### src/rtl/gate_sweep_ctrl.sv
// gate_sweep_ctrl
// Walks the built-in four-input gate block through all 16 input combinations.
// Each combination is held for SETTLE+1 cycles and then sampled. Every
// captured 10-bit output vector is streamed out and folded into a 16-bit MISR
// so that a single signature compare gives a pass/fail verdict.
//
// Ports
//   clk             single clock, rising edge
//   rst_n           asynchronous active-low reset
//   start_i         sweep request, only honoured while idle
//   abort_i         ends a running sweep, wins over start_i
//   gate_o_i[9:0]   gate block outputs, bit0 = o1 ... bit9 = o10
//   gate_a_o..d_o   registered drives onto gate block inputs a,b,c,d
//   busy_o          high whenever a sweep is in progress
//   vec_idx_o[3:0]  index of the vector currently driven (0 when idle)
//   sample_valid_o  one-cycle pulse qualifying sample_data_o/sample_idx_o
//   sample_data_o   captured gate outputs
//   sample_idx_o    vector index belonging to sample_data_o
//   done_o          one-cycle pulse on normal completion
//   signature_o     MISR value, meaningful while sig_valid_o is high
//   sig_valid_o     high from done_o until the next accepted start/abort/reset
module gate_sweep_ctrl #(
  parameter int unsigned SETTLE = 2
) (
  input  logic        clk,
  input  logic        rst_n,
  input  logic        start_i,
  input  logic        abort_i,
  input  logic [9:0]  gate_o_i,
  output logic        gate_a_o,
  output logic        gate_b_o,
  output logic        gate_c_o,
  output logic        gate_d_o,
  output logic        busy_o,
  output logic [3:0]  vec_idx_o,
  output logic        sample_valid_o,
  output logic [9:0]  sample_data_o,
  output logic [3:0]  sample_idx_o,
  output logic        done_o,
  output logic [15:0] signature_o,
  output logic        sig_valid_o
);

  typedef enum logic [1:0] {
    ST_IDLE,
    ST_SETTLE,
    ST_SAMPLE,
    ST_FINISH
  } state_e;

  localparam logic [3:0]  SettleLoad = 4'(SETTLE);
  localparam logic [15:0] SigSeed    = 16'hFFFF;
  // With no settle time every window is a single SAMPLE cycle.
  localparam state_e      WindowStart = (SETTLE == 0) ? ST_SAMPLE : ST_SETTLE;

  state_e      state_q, state_d;
  logic [3:0]  idx_q, idx_d;
  logic [3:0]  cnt_q, cnt_d;
  logic        busy_q, busy_d;
  logic        sample_valid_q, sample_valid_d;
  logic [9:0]  sample_data_q, sample_data_d;
  logic [3:0]  sample_idx_q, sample_idx_d;
  logic        done_q, done_d;
  logic [15:0] sig_q, sig_d;
  logic        sig_valid_q, sig_valid_d;

  function automatic logic [15:0] misr_next(input logic [15:0] sig,
                                            input logic [9:0]  data);
    return ({sig[14:0], 1'b0} ^ (sig[15] ? 16'h1021 : 16'h0000)) ^ {6'b0, data};
  endfunction

  always_comb begin
    state_d        = state_q;
    idx_d          = idx_q;
    cnt_d          = cnt_q;
    sample_valid_d = 1'b0;
    sample_data_d  = sample_data_q;
    sample_idx_d   = sample_idx_q;
    done_d         = 1'b0;
    sig_d          = sig_q;
    sig_valid_d    = sig_valid_q;

    unique case (state_q)
      ST_IDLE: begin
        if (start_i && !abort_i) begin
          idx_d       = 4'd0;
          sig_d       = SigSeed;
          sig_valid_d = 1'b0;
          cnt_d       = SettleLoad;
          state_d     = WindowStart;
        end
      end
      ST_SETTLE: begin
        cnt_d = cnt_q - 4'd1;
        if (cnt_q <= 4'd1) begin
          state_d = ST_SAMPLE;
        end
      end
      ST_SAMPLE: begin
        sample_valid_d = 1'b1;
        sample_data_d  = gate_o_i;
        sample_idx_d   = idx_q;
        sig_d          = misr_next(sig_q, gate_o_i);
        if (idx_q == 4'd15) begin
          // Drives drop to zero on entry to FINISH, so vec_idx reads 0 there.
          idx_d       = 4'd0;
          done_d      = 1'b1;
          sig_valid_d = 1'b1;
          state_d     = ST_FINISH;
        end else begin
          idx_d   = idx_q + 4'd1;
          cnt_d   = SettleLoad;
          state_d = WindowStart;
        end
      end
      ST_FINISH: begin
        state_d = ST_IDLE;
      end
      default: begin
        state_d = ST_IDLE;
      end
    endcase

    // Abort cancels whatever the current state was about to register,
    // including a capture in a SAMPLE cycle.
    if (abort_i && (state_q != ST_IDLE)) begin
      state_d        = ST_IDLE;
      idx_d          = 4'd0;
      sample_valid_d = 1'b0;
      sample_data_d  = sample_data_q;
      sample_idx_d   = sample_idx_q;
      sig_d          = sig_q;
      done_d         = 1'b0;
      sig_valid_d    = 1'b0;
    end

    busy_d = (state_d != ST_IDLE);
  end

  always_ff @(posedge clk or negedge rst_n) begin
    if (!rst_n) begin
      state_q        <= ST_IDLE;
      idx_q          <= 4'd0;
      cnt_q          <= 4'd0;
      busy_q         <= 1'b0;
      sample_valid_q <= 1'b0;
      sample_data_q  <= 10'd0;
      sample_idx_q   <= 4'd0;
      done_q         <= 1'b0;
      sig_q          <= SigSeed;
      sig_valid_q    <= 1'b0;
    end else begin
      state_q        <= state_d;
      idx_q          <= idx_d;
      cnt_q          <= cnt_d;
      busy_q         <= busy_d;
      sample_valid_q <= sample_valid_d;
      sample_data_q  <= sample_data_d;
      sample_idx_q   <= sample_idx_d;
      done_q         <= done_d;
      sig_q          <= sig_d;
      sig_valid_q    <= sig_valid_d;
    end
  end

  // idx_q is held at zero outside SETTLE/SAMPLE, so it doubles as the drive register.
  assign gate_a_o       = idx_q[3];
  assign gate_b_o       = idx_q[2];
  assign gate_c_o       = idx_q[1];
  assign gate_d_o       = idx_q[0];
  assign vec_idx_o      = idx_q;
  assign busy_o         = busy_q;
  assign sample_valid_o = sample_valid_q;
  assign sample_data_o  = sample_data_q;
  assign sample_idx_o   = sample_idx_q;
  assign done_o         = done_q;
  assign signature_o    = sig_q;
  assign sig_valid_o    = sig_valid_q;

endmodule

### config.mk
export PLATFORM = sky130hd
export DESIGN_NAME = gate_sweep_ctrl
export DESIGN_NICKNAME = d
export VERILOG_FILES = /design/src/rtl/gate_sweep_ctrl.sv
export SDC_FILE = /design/constraint.sdc
export NUM_CORES = 1
export LEC_CHECK = 0
export BUFFER_PORTS_ARGS = -buffer_cell sky130_fd_sc_hd__buf_2
export CAP_MARGIN = 20
export CORE_MARGIN = 5
export CORE_UTILIZATION = 55
export CTS_CLUSTER_SIZE = 10
export DETAILED_ROUTE_END_ITERATION = 8
export GPL_TIMING_DRIVEN = 0
export PLACE_DENSITY = 0.84
export SETUP_SLACK_MARGIN = 0.5
export SLEW_MARGIN = 15
export SYNTH_ARGS = -nofsm -noshare
export SYNTH_HDL_FRONTEND = slang
export SYNTH_SLANG_ARGS = --single-unit
### constraint.sdc
create_clock -name clk -period 2.87 [get_ports clk]
set_input_delay 0.4305 -clock clk [delete_from_list [all_inputs] [get_ports clk]]
set_output_delay 0.4305 -clock clk [all_outputs]
set_load 0.005 [all_outputs]
### Word-level counts from Yosys, hierarchy flattened

Index checks and enable logic that the tools add are counted.

* register bits: 44
* input port bits: 14
* output and inout port bits: 42
* word-level logic and storage cells: 62

* $add $sub $neg: 2
* magnitude comparators: 1
* equality and inequality tests: 8
* muxes and demuxes: 24
* bitwise gates (word level): 3
* reductions and logical operators: 14

Operators with widths (count)
* $pmux W16 S2: 1
* $mux W4: 5
* $mux W16: 1
* $xor A16 B10 Y16: 1
* $xor A16 B13 Y16: 1
* $mux W13: 1
* $pmux W4 S3: 1
* $reduce_and A3 Y1: 3
* $mux W1: 8
* $mux W2: 4
* $pmux W2 S4: 1
* $pmux W4 S2: 1
* $ne A3 B3 Y1 const B: 2
* $reduce_bool A2 Y1: 3
* $reduce_bool A3 Y1: 2
* $add A4 B1 Y4 const B: 1
* $eq A2 B2 Y1 const B: 2
* $eq A4 B4 Y1 const B: 1
* $le A4 B1 Y1 const B: 1
* $ne A2 B2 Y1 const B: 2
* $reduce_and A2 Y1: 2
* $sub A4 B1 Y4 const B: 1
* $eq A2 B1 Y1 const B: 1
* $logic_and A1 B1 Y1: 2
* other kinds (4): 4

### Logic depth before layout (Yosys ltp)

* depth in word-level cells: 6
* mapped depth: 6
* gate-level depth less buffers: 6

### Least setup slack after synthesis

Ideal clock, no wire load.

* kind: register -> register
* start point: reg idx_q[0], in the netlist vec_idx_o[0]
* end point: reg cnt_q[0]
* library setup time: 65 ps
* arrival time: 1329 ps
* data required time: 2805 ps
* slack: 1477 ps
* cell stages (with the launch flop): 6
* path buffers: 0
* clock period less this slack: 1393 ps
* path through: dfrtp_1 ha_1 nand3_1 or2_2 nand3_1 mux2_2

* word-level cells in the longest chain between the ends: 3

Ends and longest elaborated chain
* start, declared: line 57 `logic [3:0] idx_q, idx_d;`
* start signal, assigned: line 154 `idx_q <= idx_d;`
* $eq A4 B4 Y1: line 104 `if (idx_q == 4'd15) begin`
* $ne A2 B2 Y1 (no line)
* $reduce_and A3 Y1 (no line)
* end signal, assigned: line 155 `cnt_q <= cnt_d;`
* end, declared: line 58 `logic [3:0] cnt_q, cnt_d;`

Every way passes these cells.
A chain may end at the register's enable or synchronous reset.

### Worst setup path in the final report

* start point: reg state_q[0]
* end point: reg sig_q[1], in the netlist signature_o[1]

* word-level cells in the longest chain between the ends: 4
* elaborated cells on any way between the ends: 9
* classes of those cells: eq/ne (2); mux (1); bitwise (1); reduce/logical (5)

Ends and longest elaborated chain
* start, declared: line 56 `state_e state_q, state_d;`
* start signal, assigned: line 153 `state_q <= state_d;`
* parallel branches: the longest is 4 deep, another holds $reduce_and A3 Y1
* end signal, assigned: line 150 `sig_q <= SigSeed;`
* end signal, assigned: line 161 `sig_q <= sig_d;`
* end, declared: line 64 `logic [15:0] sig_q, sig_d;`

Several ways; the timed one is not identified.

==> reports/metrics.yaml <==
timing:
  maxSlewHeadroom_pct: 37.9
  period_needed_ns: 1.62
  fin_setup_tns_ns: 0
  layout_setup_ws_ns: 1.25
  rsz0062_at_grt: "no"
  finClkSkew_ns: 0.0153
  period_share_pct: 56.5
  slew_viol_final: 0
  worst_pin_slew_ns: 0.932
  whs_ns: 0.193
  hold_viol: 0
  fmaxAchievable_ghz: 0.616
  setup_viol: 0
yosys:
  synth_compound_area_share_pct: 10.2
  syn_avg_cell_area_um2: 10.1
  synth-simple-area-share_pct: 18.7
  synth_fa_ha_area_share_pct: 1.93
  synthXorXnorAreaFrac_pct: 6.30
  synth-seq-cells: 44
  synth_top_family_by_area: "simple AND/OR/NAND/NOR gates"
  async_reset_ff_share_pct: 100
  netlist_area_um2: 1950
  synth_edf_count: 0
  synthFlopType: "dfrtp_1"
  syn_nets: 210
  synth_cells: 193
  synth_cell_type_count: 35
  yosysSeqAreaShare_pct: 57.6
  synth_mux_area_share_pct: 0.579
  synth_warnings: 0
grt:
  grt_pass1_wl_mm: 6.62
  grtUsageTotal_pct: 16.7
  grt_pass1_vias: 1482
  grt_overflow: 0
  antenna_found_initial: 0
  grt_max_degree: 45
clocking:
  tritoncts: "yes"
  cts_hold_buf: 0
  h-tree-depth: 2
  clockBufferDepth: 2
  clock_sink_count: 44
  clk_pin_slew_worst_paths_ns: 0.14
  cts-buffers-inserted: 5
  cts_root_buf: "clkbuf_4"
  cts_resized: 0
  cts_setup_buffers: 0
  clk_latency_ns: 0.36
critical_path:
  required_ns: 3.17
  setup.worst_path.start_class: "flip-flop"
  critPathMaxStageDelay_ns: 0.46
  path_class: "flip-flop to flip-flop"
  reg2reg_depth: 5
  crit_chain: "clkbuf_1, nor3_2, buf_2, o21ai_0, nand2_1"
  cp_num_buf_inv: 2
  crit_arrival_ns: 1.93
  crit_fanout: 10
  worst-path-stages: 5
  cp-end-kind: "flip-flop"
  critical-path-top-delay-family: "simple AND/OR/NAND/NOR gates"
  crit_slowest_cell: "nor3_2"
routing:
  drc: 0
  drt_first_pass_iters: 4
  drtAntennaViolNets: 0
  drtIter0Drc: 96
  top_layer_used: "met4"
  vias: 1513
  post_drt_wl_per_cell_um: 12.6
  drt-met1-wl_mm: 1.80
  drt-vias-per-instance: 5.01
  wl_met3_um: 275
  drt_wl_total_mm: 3.81
  wl_met2_mm: 1.68
power_and_ir_drop:
  p_leak_nw: 1.25
  power_switching_mw: 0.536
  ir_drop_mv: 0.456
  p_sw_share_pct: 30.9
  p_int_mw: 1.20
  combPwrFrac_pct: 25.7
  pwr-share-clk_pct: 22.5
  p_seq_share_pct: 51.8
  powerDensity_nw_per_um2: 734
final_layout:
  nFillCells: 257
  syn_to_final_growth_pct: 21.5
  fin_nets: 272
  final_cell_count_no_fill: 302
  drive_gt1_share_pct: 36.3
  final-seq-area_um2: 1120
  antenna_cells: 0
  multi_input_area_um2: 734
floorplan:
  num_rows: 21
  die_h_um: 69.5
  core_um2: 3390
  pin_count: 56
  dieArea_um2: 4830
  initial_core_util_pct: 57.4
  die_x_um: 69.5
place:
  portBuffers: 55
  hpwl_mm: 2.74
  gp_congestion: 0.747
  post-place-ws_ns: 1.23
  dpl.cell_count: 294
outcome:
  outcome: "finished, final reports clean"
min_path:
  holdCritPathClass: "primary input to async pin"
flow_run:
  max_cap_viol_count: 0
-- metrics by stage --
stage | area, um^2 | util [%] | power, mW
floorplan | 1950 | - | 1.17
global placement | 2280 | 67.2 | 1.34
detailed placement | 2280 | 67.2 | 1.36
CTS | 2360 | 69.7 | 1.76
global route | 2360 | 69.7 | 1.86
finish | 2360 | 69.7 | 1.74
-- layer usage --
layer / GRT usage [%] / vias up
met1: 21.7 / 708
met4: 5.86 / 0
met5: 0 / -
met2: 26.4 / 43
met3: 5.07 / 8
li1: - / 754
-- power by group through the flow --
stage	registers (mW)	clock network (mW)	logic (mW)
after floorplan	0.911	0	0.256
after global placement	0.904	0	0.437
after detailed placement	0.909	0	0.452
after CTS	0.899	0.399	0.457
after global routing	0.923	0.428	0.509
final	0.898	0.390	0.446
-- cells in the final DEF (no fill, tap or decap), drive strengths merged, types with 4 or more instances in the layout --
cell | synthesis | layout
dfrtp | 28 | 28
o22a | 5 | 5
o21ai | 11 | 11
nand2 | 58 | 58
a21oi | 8 | 8
buf | 9 | 64
xnor2 | 6 | 6
dfstp | 16 | 16
nor3 | 4 | 4
nor2 | 10 | 10
xor2 | 8 | 8
clkbuf | 3 | 8
-- path summary, 6_finish.rpt --
| check | end | from | slack, ns |
|---|---|---|---|
| max reg2reg | signature_o[1] | state_q[0] | 1.25 |
| max in group asynchronous | sample_data_o[5] | rst_n | 2.10 |
| max | signature_o[1] | state_q[0] | 1.25 |
| min | sample_data_o[0] | rst_n | 0.19 |
| min reg2reg | signature_o[2] | signature_o[2] | 0.47 |
| min in group clk | sample_data_o[8] | gate_o_i[8] | 0.27 |
-- kinds of logic after synthesis --
logic type	count (synthesis)
xor+xnor	14
compound gates	31
flops	44
simple gates	85
fa+ha+maj	3
mux	1
buf+inv	15
-- layout make-up --
cell class | instances | share of cell area, %
well taps | 46 | 2.44
repair buffers | 55 | 11.6
clock inverters | 3 | 2.01
clock buffers | 5 | 1.59
flip-flops and latches | 44 | 47.4
multi-input cells | 134 | 31.1
inverters | 3 | 0.529
plain buffers | 12 | 3.28
-- flip-flops by register name (all words and copies together), names as in the netlist --
register / count
sample_idx_o: 4
sample_data_o: 10
sample_valid_o: 1
cnt_q: 4
done_o: 1
vec_idx_o: 4
signature_o: 16
busy_o: 1
sig_valid_o: 1
state_q: 2
-- synthesized netlist by cell type (3+ instances only) --
| cell type | number | area, um^2 |
|---|---|---|
| a21oi_1 | 7 | 35.0 |
| a22o_1 | 3 | 26.3 |
| buf_4 | 6 | 45.0 |
| clkbuf_1 | 3 | 11.3 |
| dfrtp_1 | 28 | 701 |
| dfstp_2 | 16 | 420 |
| ha_1 | 3 | 37.5 |
| nand2_1 | 58 | 218 |
| nor2_1 | 10 | 37.5 |
| nor3_1 | 3 | 15.0 |
| o21ai_0 | 8 | 40.0 |
| o21ai_1 | 3 | 15.0 |
| o22a_1 | 5 | 43.8 |
| xnor2_1 | 6 | 52.6 |
| xor2_1 | 8 | 70.1 |
Power figures use the tool's default switching activity.
